==> src/rtl/cci_mpf_shim_buffer_nchan_if.sv <==
// Bundle of per-channel request, head and status signals for the N-channel shim buffer.
// Producer/consumer side uses the master modport; the buffer uses slave.
interface cci_mpf_shim_buffer_nchan_if #(
  parameter int N_CHANNELS  = 2,
  parameter int N_DATA_BITS = 64,
  parameter int CNT_BITS    = 3
);
  logic [N_CHANNELS*N_DATA_BITS-1:0] enq_data;
  logic [N_CHANNELS-1:0]             enq_en;
  logic [N_CHANNELS-1:0]             almostFull;
  logic [N_CHANNELS*N_DATA_BITS-1:0] first;
  logic [N_CHANNELS-1:0]             first_valid;
  logic [N_CHANNELS-1:0]             deq_en;
  logic [N_CHANNELS*CNT_BITS-1:0]    occupancy;
  logic [N_CHANNELS-1:0]             overflow_err;
  logic [N_CHANNELS*CNT_BITS-1:0]    high_water;

  modport master (
    output enq_data, enq_en, deq_en,
    input  almostFull, first, first_valid, occupancy, overflow_err, high_water
  );

  modport slave (
    input  enq_data, enq_en, deq_en,
    output almostFull, first, first_valid, occupancy, overflow_err, high_water
  );
endinterface

==> src/rtl/cci_mpf_shim_buffer_nchan.sv <==
// N independent in-order FIFOs with optional same-cycle bypass per channel.
// Define CCI_MPF_SHIM_BUFFER_STATS_EN to enable per-channel high-water tracking.
module cci_mpf_shim_buffer_nchan #(
  parameter int N_CHANNELS                  = 2,
  parameter int N_DATA_BITS                 = 64,
  parameter int N_ENTRIES                   = 6,
  parameter int THRESHOLD                   = 4,
  parameter logic [N_CHANNELS-1:0] BYPASS_MASK = '0
) (
  input  logic                         clk,
  input  logic                         reset_n,
  cci_mpf_shim_buffer_nchan_if.slave   bus
);

  localparam int CNT_BITS = $clog2(N_ENTRIES + 1);
  localparam int PTR_BITS = $clog2(N_ENTRIES);
  localparam logic [CNT_BITS-1:0] FULL_CNT = CNT_BITS'(N_ENTRIES);
  localparam logic [CNT_BITS-1:0] AF_CNT   = CNT_BITS'(N_ENTRIES - THRESHOLD);
  localparam logic [PTR_BITS-1:0] LAST_PTR = PTR_BITS'(N_ENTRIES - 1);

  for (genvar g = 0; g < N_CHANNELS; g++) begin : g_chan
    logic [N_DATA_BITS-1:0] r_mem [N_ENTRIES];
    logic [PTR_BITS-1:0]    r_wr_ptr;
    logic [PTR_BITS-1:0]    r_rd_ptr;
    logic [CNT_BITS-1:0]    r_cnt;
    logic [CNT_BITS-1:0]    w_cnt_nxt;
    logic                   r_ovf;
    logic [N_DATA_BITS-1:0] w_enq_data;
    logic                   w_enq;
    logic                   w_empty;
    logic                   w_full;
    logic                   w_byp;
    logic                   w_valid;
    logic                   w_take;
    logic                   w_push;
    logic                   w_pop;

    assign w_enq_data = bus.enq_data[g*N_DATA_BITS +: N_DATA_BITS];
    assign w_enq      = bus.enq_en[g];
    assign w_empty    = (r_cnt == '0);
    assign w_full     = (r_cnt == FULL_CNT);
    // Bypass only applies while the FIFO is empty, so ordering is preserved.
    assign w_byp      = BYPASS_MASK[g] && w_empty;
    assign w_valid    = w_byp ? w_enq : !w_empty;
    assign w_take     = bus.deq_en[g] && w_valid;
    assign w_pop      = w_take && !w_byp;
    // A bypassed entry consumed in the same cycle is never stored.
    assign w_push     = w_enq && !(w_byp && w_take) && (!w_full || w_take);

    always_comb begin
      w_cnt_nxt = r_cnt;
      if (w_push && !w_pop) begin
        w_cnt_nxt = r_cnt + CNT_BITS'(1);
      end else if (!w_push && w_pop) begin
        w_cnt_nxt = r_cnt - CNT_BITS'(1);
      end
    end

    always_ff @(posedge clk or negedge reset_n) begin
      if (!reset_n) begin
        r_wr_ptr <= '0;
        r_rd_ptr <= '0;
        r_cnt    <= '0;
        r_ovf    <= 1'b0;
      end else begin
        r_cnt <= w_cnt_nxt;
        if (w_push) begin
          r_wr_ptr <= (r_wr_ptr == LAST_PTR) ? '0 : r_wr_ptr + PTR_BITS'(1);
        end
        if (w_pop) begin
          r_rd_ptr <= (r_rd_ptr == LAST_PTR) ? '0 : r_rd_ptr + PTR_BITS'(1);
        end
        if (w_enq && w_full && !w_take) begin
          r_ovf <= 1'b1;
        end
      end
    end

    always_ff @(posedge clk) begin
      if (w_push) begin
        r_mem[r_wr_ptr] <= w_enq_data;
      end
    end

    assign bus.first[g*N_DATA_BITS +: N_DATA_BITS] = w_byp ? w_enq_data : r_mem[r_rd_ptr];
    assign bus.first_valid[g]                      = w_valid;
    assign bus.almostFull[g]                       = (r_cnt >= AF_CNT);
    assign bus.occupancy[g*CNT_BITS +: CNT_BITS]   = r_cnt;
    assign bus.overflow_err[g]                     = r_ovf;

`ifdef CCI_MPF_SHIM_BUFFER_STATS_EN
    logic [CNT_BITS-1:0] r_hw;

    always_ff @(posedge clk or negedge reset_n) begin
      if (!reset_n) begin
        r_hw <= '0;
      end else if (r_cnt > r_hw) begin
        r_hw <= r_cnt;
      end
    end

    assign bus.high_water[g*CNT_BITS +: CNT_BITS] = r_hw;
`else
    assign bus.high_water[g*CNT_BITS +: CNT_BITS] = '0;
`endif
  end

endmodule

==> src/flat_wrapper.sv <==
// flat-port wrapper written by rule: the top's interface ports become plain ports
module cci_mpf_shim_buffer_nchan_flat 
#(
  parameter int N_CHANNELS                  = 2,
  parameter int N_DATA_BITS                 = 64,
  parameter int N_ENTRIES                   = 6,
  parameter int THRESHOLD                   = 4,
  parameter logic [N_CHANNELS-1:0] BYPASS_MASK = '0
)
  (clk, reset_n, bus_enq_data, bus_enq_en, bus_deq_en, bus_almostFull, bus_first, bus_first_valid, bus_occupancy, bus_overflow_err, bus_high_water);
  cci_mpf_shim_buffer_nchan_if #(.N_CHANNELS(N_CHANNELS), .N_DATA_BITS(N_DATA_BITS), .CNT_BITS((3))) bus_i ();
  input  logic clk;
  input  logic reset_n;
  input wire logic [$bits(bus_i.enq_data)-1:0] bus_enq_data;
  input wire logic [$bits(bus_i.enq_en)-1:0] bus_enq_en;
  input wire logic [$bits(bus_i.deq_en)-1:0] bus_deq_en;
  output wire logic [$bits(bus_i.almostFull)-1:0] bus_almostFull;
  output wire logic [$bits(bus_i.first)-1:0] bus_first;
  output wire logic [$bits(bus_i.first_valid)-1:0] bus_first_valid;
  output wire logic [$bits(bus_i.occupancy)-1:0] bus_occupancy;
  output wire logic [$bits(bus_i.overflow_err)-1:0] bus_overflow_err;
  output wire logic [$bits(bus_i.high_water)-1:0] bus_high_water;
  assign bus_i.enq_data = bus_enq_data;
  assign bus_i.enq_en = bus_enq_en;
  assign bus_i.deq_en = bus_deq_en;
  assign bus_almostFull = bus_i.almostFull;
  assign bus_first = bus_i.first;
  assign bus_first_valid = bus_i.first_valid;
  assign bus_occupancy = bus_i.occupancy;
  assign bus_overflow_err = bus_i.overflow_err;
  assign bus_high_water = bus_i.high_water;
  cci_mpf_shim_buffer_nchan #(.N_CHANNELS(N_CHANNELS), .N_DATA_BITS(N_DATA_BITS), .N_ENTRIES(N_ENTRIES), .THRESHOLD(THRESHOLD), .BYPASS_MASK(BYPASS_MASK)) u_core (.clk(clk), .reset_n(reset_n), .bus(bus_i));
endmodule
==> config.mk <==
export PLATFORM = sky130hd
export DESIGN_NAME = cci_mpf_shim_buffer_nchan_flat
export DESIGN_NICKNAME = d
export VERILOG_FILES = /design/src/rtl/cci_mpf_shim_buffer_nchan_if.sv /design/src/rtl/cci_mpf_shim_buffer_nchan.sv /design/src/flat_wrapper.sv
export SDC_FILE = /design/constraint.sdc
export NUM_CORES = 1
export LEC_CHECK = 0
export BUFFER_PORTS_ARGS = -buffer_cell sky130_fd_sc_hd__buf_2
export CAP_MARGIN = 20
export CORE_ASPECT_RATIO = 0.6
export CORE_MARGIN = 10
export CORE_UTILIZATION = 56
export CTS_BUF_LIST = sky130_fd_sc_hd__clkbuf_4
export CTS_CLUSTER_SIZE = 40
export DETAILED_ROUTE_END_ITERATION = 12
export PLACE_DENSITY_LB_ADDON = 0.08
export SYNTH_ARGS = -nofsm -noshare
export SYNTH_HDL_FRONTEND = slang
export SYNTH_SLANG_ARGS = --single-unit
==> constraint.sdc <==
create_clock -name clk -period 6.6 [get_ports clk]
set_clock_uncertainty 0.2 [all_clocks]
set_input_delay 0.33 -clock clk [delete_from_list [all_inputs] [get_ports clk]]
set_output_delay 0.33 -clock clk [all_outputs]
set_load 0.01 [all_outputs]
# After elaboration in Yosys (flattened, before gate mapping)

Memories as Yosys holds them, arrays and structs flattened.
Index checks and enable logic that the tools add are counted.

Logic and storage cells: 64
RAM bits: 768
Register bits: 20
Memories kept: 2
Output and inout port bits: 146

Reduce and logical (&&, ||, !) cells: 26
Magnitude comparators: 2
$add $sub $neg: 8
Multiplexer cells: 12
Equal/unequal tests: 6

Memories:

| name                   | depth | bits a word | read ports | clocked after memory_dff | write ports | RTL line                        | text |
|---|---|---|---|---|---|---|---|
| u_core.g_chan[0].r_mem | 6     | 64          | 1          | 0                        | 1           | cci_mpf_shim_buffer_nchan.sv:22 | `logic [N_DATA_BITS-1:0] r_mem [N_ENTRIES];` |
| u_core.g_chan[1].r_mem | 6     | 64          | 1          | 0                        | 1           | cci_mpf_shim_buffer_nchan.sv:22 |  |

Operators by type and width:

| operator            | number |
|---|---|
| $mux 3              | 8 |
| $add 3x1->3 const B | 6 |
| $eq 3x3->1 const B  | 6 |
| $logic_and 1x1->1   | 12 |
| $logic_not 1->1     | 8 |
| $ge 3x2->1 const B  | 2 |
| $logic_not 3->1     | 2 |
| $sub 3x1->3 const B | 2 |
| $mux 1              | 4 |
| $reduce_bool 2->1   | 2 |
| $logic_or 1x1->1    | 2 |

# Logic depth before layout (Yosys ltp)

Depth in word-level cells: 9
Depth in mapped cells: 8

# Worst setup path before layout

OpenSTA, ideal clock, no wires.

Kind: reg2reg
Start point: reg u_core.g_chan[1].r_cnt[0]
End point: mem u_core.g_chan[1].r_mem[4][0], enable pin
Slack: 0.262 ns
Data required time: 5.822 ns
Period minus slack after synthesis: 6.338 ns
Path buffers: 0
Cell stages (with the launch flop): 4
Arrival: 5.560 ns
Cells stage by stage: dfrtp_1 > nand4bb_1 > nand3b_1 > nor3b_1

Cells in the longest elaborated chain, start to end: 7
Elaborated cells on any way between the ends: 9

Ends and longest elaborated chain:

| item                             | RTL line                        | text |
|---|---|---|
| start, declared                  | cci_mpf_shim_buffer_nchan.sv:25 | `logic [CNT_BITS-1:0] r_cnt;` |
| start signal, assigned           | cci_mpf_shim_buffer_nchan.sv:66 | `r_cnt <= w_cnt_nxt;` |
| $logic_not 3->1                  | cci_mpf_shim_buffer_nchan.sv:40 | `assign w_empty = (r_cnt == '0);` |
| $logic_not 1->1                  | cci_mpf_shim_buffer_nchan.sv:44 | `assign w_valid = w_byp ? w_enq : !w_empty;` |
| $logic_and 1x1->1                | cci_mpf_shim_buffer_nchan.sv:45 | `assign w_take = bus.deq_en[g] && w_valid;` |
| $logic_or 1x1->1 (*)             | cci_mpf_shim_buffer_nchan.sv:48 | `assign w_push = w_enq && !(w_byp && w_take) && (!w_full \|\| w_take);` |
| $logic_and 1x1->1 (*)            | cci_mpf_shim_buffer_nchan.sv:48 |  |
| $mux 1 (*)                       | cci_mpf_shim_buffer_nchan.sv:80 | `if (w_push) begin` |
| $mux 1 (not written as such) (*) | cci_mpf_shim_buffer_nchan.sv:81 | `r_mem[r_wr_ptr] <= w_enq_data;` |
| end, declared                    | cci_mpf_shim_buffer_nchan.sv:22 |  |

Every way passes the cells marked *; elsewhere a longest branch is shown, timed or not.

# Worst setup path in the final report

Start point: reg u_core.g_chan[1].r_rd_ptr[0]
End point: out bus_first[96]

Cells in the longest elaborated chain, start to end: 1

Ends and longest elaborated chain:

| item                   | RTL line                        | text |
|---|---|---|
| start, declared        | cci_mpf_shim_buffer_nchan.sv:24 | `logic [PTR_BITS-1:0] r_rd_ptr;` |
| start signal, assigned | cci_mpf_shim_buffer_nchan.sv:71 | `r_rd_ptr <= (r_rd_ptr == LAST_PTR) ? '0 : r_rd_ptr + PTR_BITS'(1);` |
| $mem_v2 6x64           | --                              |  |
| end, declared          | flat_wrapper.sv:18              | `output wire logic [$bits(bus_i.first)-1:0] bus_first;` |

Every way passes these cells.

==> flow_summary.toml <==
[setup_path]
path_buf_inv = 2
path_delay_family = "flip-flops"
setup.worst_path.class = "reg -> out"
critPathRequiredTime_ns = 6.07
end_kind = "output pin"
cp-start-kind = "flip-flop"
cp_slowest_stage_delay_ns = 1.04
worstPathArrival_ns = 3.62
slowest_stage = "dfrtp_4"
cp_max_fo = 58
cp_cell_sequence = "buf_4 > mux2_2 > nand2_1 > o221ai_1 > buf_2"

[timing]
max_slew_margin_pct = 26.7
fin_crit_ns = 4.15
hold_viol_final = 0
fmax_mhz = 241
setup-tns-final_ns = 0
finalCritPeriodShare_pct = 62.8
fin_hold_ws_ns = 0.0981
rsz0062_at_grt = "false"
worst_slack_ns = 2.45
slew_viol_final = 0
worstMarginPinSlew_ns = 1.10
setup_viol = 0

[place]
dpl_worst_slack_ns = 3.35
gp_congestion = 0.740
dp_hpwl_um = 34900
port_buffers = 273

[logic_synthesis]
synth_seq_cells = 788
yosys.area.top_type = "edfxtp_1"
synth_edf_count = 768
synth_ff_type = "edfxtp_1"
syn_area_per_cell_um2 = 19.3
ys_warn_count = 0
synth.area.top_cells = "edfxtp_1 75%, mux2i_1 8.4%, mux2_4 2.9%, o221ai_2 2.9%, mux2_2 2.6%"
async_flop_share_pct = 2.54
synth_top_area_share_pct = 74.7
synth.most_common_cell = "edfxtp_1"
synth_common_cells = "768 x edfxtp_1, 260 x mux2i_1, 136 x nand2_1"
netlist_instances = 1600
ys_types = 31
seq_area_frac_synth_pct = 76.3
synth_area_mm2 = 0.0309

[clocking]
insertion_delay_ns = 0.87
cts_tree = "done"
root_buffer = "clkbuf_4"
cts_buffers = 177
cts.repair.resized = 0
clock_sinks = 788
cts_hold_buf = 255
post-cts-setup-buffer-count = 0
htreeDepth = 4
clk_pin_slew_ns = 0.08
clockBufferDepth = 3

[cells_and_area]
area_growth_pct = 22.3
drive_above_1_share_pct = 33.2
nNetsFinal = 2381

[die]
start_util_pct = 56.8
die_h_um = 202
die_area_mm2 = 0.0653
row_count = 66
core-area_mm2 = 0.0543
chipWidth_um = 323
pin_count = 280

[global_route]
overflow = 0
grt_pass1_vias = 18054
antenna_found_initial = 3
gr-usage-all-layers_pct = 20.7
grt_start_max_net_pins = 98
grt_pass1_wl_um = 104000

[power]
vdd_ir_drop_max_v = 0.000269
power_mw = 15.7
power.density_mw_per_mm2 = 417
p_leak_nw = 13.9

[min_path]
hold_class = "in -> reg"

[drt]
routed_wl_um = 67900
first_iter_violations = 1170
vias_per_cell = 5.46
antenna_left = 0
dr.pass1.iters = 5
via_count = 16874
drc_errors = 0
routedWlPerCell_um = 22.0

[flow_run]
cap_violations = 0

[run_status]
outcome = "finished, final reports clean"
-- worst reg2reg max path: cells and delay by family (launching register included) --
family                 cells  cell delay, ns
buffers and inverters      1            0.82
DFF                        1            0.44
and+or+nand+nor            3            1.31
-- layout make-up --
cell class | count | area (um^2)
clock buffer | 271 | 2030
sequential | 788 | 23600
inverter | 8 | 30.0
timing repair buffer | 556 | 4220
tap | 714 | 893
multi-input combinational | 712 | 6810
fill | 3655 | 16600
antenna | 2 | 5.00
clock inverter | 38 | 195
-- path summary, 6_finish.rpt --
check                                                endpoint  slack (ns)  cells past startpoint                          from
worst max-delay path                            bus_first[96]        2.45                      5  u_core.g_chan[1].r_rd_ptr[0]
worst min-delay path            u_core.g_chan[1].r_mem[1][61]         0.1                      2             bus_enq_data[125]
worst max register to register  u_core.g_chan[0].r_mem[0][32]        3.34                      4     u_core.g_chan[0].r_cnt[0]
worst min register to register         u_core.g_chan[1].r_ovf        0.28                      1        u_core.g_chan[1].r_ovf
max in group asynchronous        u_core.g_chan[0].r_rd_ptr[0]        5.28                      4                       reset_n
min in group asynchronous        u_core.g_chan[1].r_rd_ptr[0]        0.40                      3                       reset_n
-- cell usage in the layout (no fill, tap or decap), types with 3 or more instances in the layout --
cell type      Yosys  final
edfxtp_1         768    768
buf_2             23    273
clkbuf_4           0    271
mux2i_1          260    260
dlygate4sd3_1      0    256
nand2_1          136    132
mux2_2            71     71
o221ai_1          68     68
mux2_4            60     60
o221ai_2          60     60
clkinv_1           0     33
buf_4             39     20
dfrtp_1           20     16
inv_1              8      8
nand3_1            6      6
xor2_1             6      6
conb_1             1      6
nor3_2             0      5
nand2_4            0      4
nor2_4             0      4
xnor2_1            4      4
nor3b_2            0      3
o2bb2ai_1          3      3
nor2_1             7      3
inv_2              0      3
buf_12             0      3
dfrtp_4            0      3
-- power by group --
part	total [mW]	internal [mW]	switching, mW
combinational	5.19	2.17	3.03
clock	3.74	1.94	1.80
sequential	6.81	6.35	0.452
-- registers in the layout, summed over array words and instances, names as in the netlist --
signal,cells
u_core.g_chan.r_wr_ptr,6
u_core.g_chan.r_mem,768
u_core.g_chan.r_rd_ptr,6
u_core.g_chan.r_cnt,6
u_core.g_chan.r_ovf,2
-- per-layer routing --
layer  up-vias  wire length, um  GRT usage [%]
met5         -               13              0
met4         2              983           5.65
met3        86             3710           5.32
met2       423            33500           33.6
met1      8562            29700           27.6
li1       7801                -              -
-- per-stage QoR --
stage	instances	area (um^2)	util, %
after floorplan	1605	30900	-
after global placement	2518	32900	60.5
after detailed placement	2520	32900	60.6
after CTS	3084	37700	69.4
after global routing	3088	37800	69.5
final	3089	37800	69.5
-- cell families after synthesis --
family	after synthesis	share of synthesized area, %
other cells	1	0.0121
compound gates	133	4.98
simple gates	168	2.25
flops	788	76.3
fa+ha+maj	4	0.211
buf+inv	105	2.04
xor+xnor	10	0.284
mux	391	13.9
Note: power is estimated with default switching activity, not from simulation.
